--- src/rtl/coffee_pkg.sv ---
// coffee_pkg: shared FSM states, drink codes and timing helpers for coffee_dispenser
package coffee_pkg;
  typedef enum logic [2:0] {IDLE, GRIND, WATER, MILK, DONE, WAIT_REL} state_t;
  typedef enum logic [1:0] {NONE, ESPRESSO, LONG, CAPPUCCINO} drink_t;
  function automatic int water_cycles(drink_t d, int base);
    return d == LONG ? 2 * base : d == NONE ? 0 : base;
  endfunction
  function automatic int max3(int a, int b, int c);
    return a > b ? (a > c ? a : c) : (b > c ? b : c);
  endfunction
endpackage

--- src/rtl/coffee_dispenser_phase_timer.sv ---
// phase_timer: loadable down-counter shared by every actuator phase; expired marks the last counted cycle
module phase_timer #(
  parameter int W = 4
) (
  input  logic         clk,
  input  logic         rst_n,
  input  logic         load,
  input  logic         hold,
  input  logic [W-1:0] load_val,
  output logic         expired
);
  logic [W-1:0] cnt;
  always_ff @(posedge clk or negedge rst_n)
    if (!rst_n) cnt <= '0;
    else if (load) cnt <= load_val;
    else if (!hold && cnt != '0) cnt <= cnt - 1'b1;
  assign expired = cnt == W'(1);
endmodule

--- src/rtl/coffee_dispenser.sv ---
// coffee_dispenser: runs grind/water/milk for one latched drink request, pulses done, flags illegal requests
// Defining COFFEE_CUP_SENSE_EN adds cup_ok, which pauses an active sequence while the cup is missing
module coffee_dispenser
  import coffee_pkg::*;
#(
  parameter int GRIND_CYC = 4,
  parameter int WATER_CYC = 6,
  parameter int MILK_CYC  = 3
) (
  input  logic clk,
  input  logic rst_n,
  input  logic EF,
  input  logic EG,
  input  logic EH,
`ifdef COFFEE_CUP_SENSE_EN
  input  logic cup_ok,
`endif
  output logic grinder,
  output logic water,
  output logic milk,
  output logic busy,
  output logic done,
  output logic err
);
  localparam int TW = $clog2(max3(GRIND_CYC, 2 * WATER_CYC, MILK_CYC) + 1);
  state_t        state, nxt;
  drink_t        drink, drink_nxt;
  logic          err_f, err_nxt, load, expired, cup;
  logic [TW-1:0] load_val;
  logic [1:0]    nreq;
`ifdef COFFEE_CUP_SENSE_EN
  assign cup = cup_ok;
`else
  assign cup = 1'b1;
`endif
  assign nreq = 2'(EF) + 2'(EG) + 2'(EH);
  phase_timer #(.W(TW)) u_timer (
    .clk(clk), .rst_n(rst_n), .load(load), .hold(!cup), .load_val(load_val), .expired(expired)
  );
  always_comb begin
    nxt = state;
    drink_nxt = drink;
    err_nxt = err_f;
    load = 1'b0;
    load_val = '0;
    case (state)
      IDLE:
        if (nreq == 2'd1 && cup) begin
          nxt = GRIND;
          drink_nxt = EF ? ESPRESSO : EG ? LONG : CAPPUCCINO;
          load = 1'b1;
          load_val = TW'(GRIND_CYC);
        end else if (nreq > 2'd1) begin
          nxt = WAIT_REL;
          err_nxt = 1'b1;
        end
      GRIND:
        if (expired && cup) begin
          nxt = WATER;
          load = 1'b1;
          load_val = TW'(water_cycles(drink, WATER_CYC));
        end
      WATER:
        if (expired && cup) begin
          nxt = drink == CAPPUCCINO ? MILK : DONE;
          load = drink == CAPPUCCINO;
          load_val = TW'(MILK_CYC);
        end
      MILK: nxt = expired && cup ? DONE : MILK;
      DONE: nxt = WAIT_REL;
      WAIT_REL:
        if (nreq == 2'd0) begin
          nxt = IDLE;
          err_nxt = 1'b0;
          drink_nxt = NONE;
        end
      default: nxt = IDLE;
    endcase
  end
  // outputs decode the registered state one edge later, so no input reaches a pin combinationally
  always_ff @(posedge clk or negedge rst_n)
    if (!rst_n) begin
      state <= IDLE;
      drink <= NONE;
      err_f <= 1'b0;
      {grinder, water, milk, busy, done, err} <= '0;
    end else begin
      state <= nxt;
      drink <= drink_nxt;
      err_f <= err_nxt;
      grinder <= state == GRIND && cup;
      water <= state == WATER && cup;
      milk <= state == MILK && cup;
      busy <= (state == GRIND || state == WATER || state == MILK) && cup;
      done <= state == DONE;
      err <= err_f;
    end
endmodule

--- config.mk ---
export PLATFORM = sky130hd
export DESIGN_NAME = coffee_dispenser
export DESIGN_NICKNAME = d
export VERILOG_FILES = /design/src/rtl/coffee_pkg.sv /design/src/rtl/coffee_dispenser_phase_timer.sv /design/src/rtl/coffee_dispenser.sv
export SDC_FILE = /design/constraint.sdc
export NUM_CORES = 1
export LEC_CHECK = 0
export ABC_AREA = 0
export CAP_MARGIN = 20
export CORE_MARGIN = 4
export CORE_UTILIZATION = 25
export CTS_BUF_LIST = sky130_fd_sc_hd__clkbuf_8
export DETAILED_ROUTE_END_ITERATION = 7
export PLACE_DENSITY = 0.51
export SETUP_SLACK_MARGIN = 0.15
export SLEW_MARGIN = 0
export SYNTH_ARGS = -nofsm -noshare
export SYNTH_HDL_FRONTEND = slang
export SYNTH_SLANG_ARGS = --single-unit
--- constraint.sdc ---
create_clock -name clk -period 4.38 [get_ports clk]
set_clock_uncertainty 0.1 [all_clocks]
set_input_delay 1.095 -clock clk [delete_from_list [all_inputs] [get_ports clk]]
set_output_delay 1.095 -clock clk [all_outputs]
set_load 0.1 [all_outputs]
==> After elaboration in Yosys (flattened, before gate mapping) <==
Cells that the tools add are included.
{ "classes": {"n_addsub": 3, "order_cmp": 1, "n_eq_ne": 16, "n_mux": 29, "reduce_logical": 11} }
{ "op_table": {"columns": ["op", "count"], "rows": [
  ["$mux W3", 9],
  ["$pmux W3 S6", 1],
  ["$mux W4", 4],
  ["$ne A2 B2 Y1 const B", 6],
  ["$pmux W4 S3", 1],
  ["$mux W2", 4],
  ["$reduce_and A4 Y1", 2],
  ["$mux W1", 7],
  ["$eq A3 B2 Y1 const B", 2],
  ["$eq A3 B3 Y1 const B", 2],
  ["$eq A2 B2 Y1 const B", 2],
  ["$eq A4 B1 Y1 const B", 1],
  ["$logic_not A2 Y1", 2],
  ["$pmux W2 S2", 1],
  ["$reduce_bool A2 Y1", 2],
  ["$reduce_bool A4 Y1", 1],
  ["$sub A4 B1 Y4 const B", 1],
  ["$eq A3 B1 Y1 const B", 1],
  ["$logic_not A3 Y1", 1],
  ["$ne A3 B3 Y1 const B", 1],
  ["$pmux W1 S3", 1],
  ["$reduce_and A3 Y1", 1],
  ["$add A1 B1 Y2", 1],
  ["$add A2 B1 Y2", 1],
  ["other kinds (4)", 5]
]} }
{ "word_totals": {"register_bits": 16, "in_bits": 5, "wordCells": 70} }

==> Depth between registers and ports, before layout <==
{ "logic_depth": {"depth_word": 6, "mapped_depth": 6, "ltp_nobuf": 6} }

==> Hierarchy <==
Synthesis repeated with hierarchy kept, for this count alone.
{ "hier_totals": {"hier_cells": 99, "area_unflattened_um2": 960.9} }
{ "by_module_without_submodules": {"columns": ["module", "instances", "cells_per_inst", "area_each_um2", "seq_area_each_um2"], "rows": [
  ["coffee_dispenser", 1, 69, 690.7, 300.3],
  ["phase_timer", 1, 30, 270.3, 100.1]
]} }

==> Worst setup path before layout <==
Ideal clock, no wire load.
{ "synth_timing": {"path_kind": "input port to flip-flop", "start": "in EF", "end": "reg drink[0]", "t_arrival_ps": 2536, "slack_ps": 1620, "cell_stages": 5, "n_path_buf": 0, "cell_sequence": "inv_1 -> fa_1 -> or3_1 -> a21oi_1 -> mux2_2"} }
{ "synth_between": {"elab_chain_cells": 5, "elab_cells_between_ends": 10, "classes_between": "2 x add/sub; 3 x eq/ne; 3 x mux; 2 x reduce/logical"} }
{ "synth_lines": {"columns": ["item", "line", "text"], "rows": [
  ["from (decl)", "coffee_dispenser.sv:12", "input logic EF,"],
  ["$add A1 B1 Y2", "coffee_dispenser.sv:36", "assign nreq = 2'(EF) + 2'(EG) + 2'(EH);"],
  ["$add A2 B1 Y2", "coffee_dispenser.sv:36", null],
  ["$eq A2 B1 Y1 / $logic_not A2 Y1 (equally long branches)", "coffee_dispenser.sv:48, coffee_dispenser.sv:72", null],
  ["$ne A2 B2 Y1 (no line)", null, null],
  ["$reduce_and A3 Y1 (no line)", null, null],
  ["to (signal assigned)", "coffee_dispenser.sv:89", "drink <= drink_nxt;"],
  ["to (decl)", "coffee_dispenser.sv:27", "drink_t drink, drink_nxt;"]
]} }
Parallel ways exist; a longest one is shown, timed or not. The select of a mux whose other input is x is not followed.
A chain may end at the register's enable or synchronous reset.

==> Worst setup path in the final report <==
Ends and elaborated chain as after synthesis.

==> out/metrics.cfg <==
[place]
dp_slack_ps=1040
gp_congestion=0.742
io_buffers=10
hpwl_um=1280

[sta]
finalMaxSlewViolations=0
slew_headroom_pct=35.7
rsz0062_at_grt=no
fmax_ghz=0.324
worstMarginPinSlew_ps=961
min_period_ps=3090
setup_viol=0
fin_crit_sh_pct=70.5
hold_viol_final=0
setup_ws_ps=1290
finalSetupTns_ps=0

[global_routing]
grt_pass1_wl_um=2750
grt_max_degree=21
grt_pass1_vias=642
track_usage_pct=7.60
antenna_found_initial=0
grt_remaining_overflow=0

[worst_setup_path]
worst-path-max-fanout=6
critPathKind=input port to flip-flop
rrSetupSlack_ps=2510
start_kind=input port
end_kind=flip-flop
required_ps=4410
r2r_cells=6
worstPathArrival_ps=3120
startpoint=EF
timing.rr.start=u_timer.cnt[1]

[detailed_routing]
drc=0
routedWlPerCell_um=11.1
dr.pass1.iters=4
num_vias=729
drtIter0Drc=16
routed_wl_um=1690
viasPerCell=4.80
antenna_left=0

[hold_path]
min_from=err_f
hold_class=flip-flop to flip-flop
worstHoldPathCells=0

[logic_synthesis]
ys_ff_latch=16
yosys.area.top_type_share_pct=43.1
syn_avg_cell_area_um2=9.57
synth_seq_area_share_pct=43.1
yosys.area.top_type=dfrtp_1
postSynthCellCount=97
syn-num-nets=106
synth.distinct_cells=34
yosys_warnings=0
netlist_area_um2=928
synthTopCellsByArea=dfrtp_1 43%, a21oi_1 4.3%, ha_1 4.0%

[pwr]
p_leak_nw=0.457
power_density_mw_per_mm2=806
switching_power_mw=0.437
power_frac_seq_pct=34.4
swShare_pct=48.4
clkPwrFrac_pct=14.0
p_int_mw=0.466
peakVddDrop_uv=151
combPwrFrac_pct=51.6

[die]
die_w_um=68.9
io_pins=11
rows=21
core-area_mm2=0.00347
die_y_um=68.9
die_area_mm2=0.00475
initial_core_util_pct=26.8

[outcome]
status=finished, final reports clean

[clocking]
cts_root_buffer=clkbuf_8
cts.sinks=16
clk_latency_ps=240
cts_buffers=3
cts_buffer_depth=2
post_cts_resized=0
h-tree-depth=1
hold_buffers=0
path_clk_slew_ps=60
cts_setup_buffers=0
tritoncts=done

[final_layout]
num-fill-cells=363
multi_input_area_um2=485
fin_nets=116
area_delta_synth_final_pct=20.8
diodes=0
drive_gt1_share_pct=12.3
seq_area_um2=400

[run]
drv_cap=0

routing by layer:
metal  global-route usage, %  wire [µm]
met4                    1.46          0
met2                    13.3        873
met5                       0          0
met3                    2.92         87
met1                    8.80        727
registers in the layout, indices dropped and copies added, names as in the netlist:
| register | count |
|---|---|
| done | 1 |
| err_f | 1 |
| err | 1 |
| state | 3 |
| busy | 1 |
| water | 1 |
| milk | 1 |
| u_timer.cnt | 4 |
| grinder | 1 |
| drink | 2 |
power groups by stage:
stage	registers [mW]	clock network [mW]	logic [mW]
finish	0.310	0.127	0.466
detailed placement	0.312	0	0.471
CTS	0.309	0.131	0.470
global route	0.325	0.137	0.506
global placement	0.314	0	0.470
floorplan	0.394	0	0.286
path summary, 6_finish.rpt:
kind                                  end
max                              drink[0]
min in group asynchronous        state[0]
min reg2reg                           err
max in group asynchronous            busy
min                                   err
max reg2reg                u_timer.cnt[0]
worst max-delay path: stages:
cell and delay, ps:
clkdlybuf4s50_1 480, inv_1 80, fa_1 560, or3_1 330, a21oi_1 220, mux2_2 360
cells by family (layout without fill, tap and decap cells):
| logic type | Yosys count | after routing | synth area share [%] |
|---|---|---|---|
| muxes | 2 | 2 | 2.43 |
| xor gates and xnor gates | 1 | 1 | 0.944 |
| AOI/OAI and AO/OA | 25 | 25 | 18.7 |
| adders and majority gates | 4 | 4 | 6.20 |
| DFF | 16 | 16 | 43.1 |
| and+or+nand+nor | 38 | 38 | 24.0 |
| buffers and inverters | 11 | 20 | 4.58 |
synthesized netlist by cell type, drive strengths merged:
| cell type | instances |
|---|---|
| inv | 6 |
| nand2b | 3 |
| nor2b | 1 |
| a21oi | 8 |
| a22oi | 2 |
| nor2 | 8 |
| dfrtp | 16 |
| a32oi | 2 |
| nand2 | 5 |
| nor3 | 3 |
| or2 | 3 |
| ha | 3 |
| o21ai | 5 |
| or3b | 1 |
| nand4b | 2 |
| mux2 | 2 |
| o211ai | 1 |
| or3 | 2 |
| and2b | 1 |
| clkbuf | 4 |
| nand3b | 2 |
| xnor2 | 1 |
| nand3 | 2 |
| a2bb2oi | 1 |
| and2 | 1 |
| o22ai | 4 |
| nor3b | 3 |
| and3b | 1 |
| a21boi | 1 |
| buf | 1 |
| fa | 1 |
| a211oi | 1 |
through the flow:
step / util [%] / std cells / power (mW) / hold WS [ps] / cell area (µm²)
6_report: 32.3 / 152 / 0.903 / 302 / 1120
5_1_grt: 32.3 / 152 / 0.968 / 334 / 1120
4_1_cts: 32.3 / 152 / 0.911 / 311 / 1120
3_5_place_dp: 30.7 / 148 / 0.783 / 287 / 1070
3_3_place_gp: 30.7 / 148 / 0.784 / 286 / 1070
2_1_floorplan: - / 97 / 0.680 / 269 / 928
layout make-up:
cell class	count	share of cell area, %
clock buffer	4	4.91
inverter	6	2.01
multi-input combinational	70	43.3
sequential	16	35.7
tap	46	5.13
timing repair buffer	10	8.93
cells in the final DEF (no fill, tap or decap), types with 3 or more instances in the layout:
| master | count |
|---|---|
| nor3b_1 | 3 |
| inv_1 | 6 |
| nand2b_1 | 3 |
| ha_1 | 3 |
| nand2_1 | 5 |
| o21ai_0 | 5 |
| o22ai_1 | 3 |
| dfrtp_1 | 16 |
| nor3_1 | 3 |
| clkbuf_8 | 4 |
| nor2_1 | 8 |
| a21oi_1 | 8 |
| clkdlybuf4s50_1 | 10 |
No activity file was read; power rests on OpenSTA's default activity.
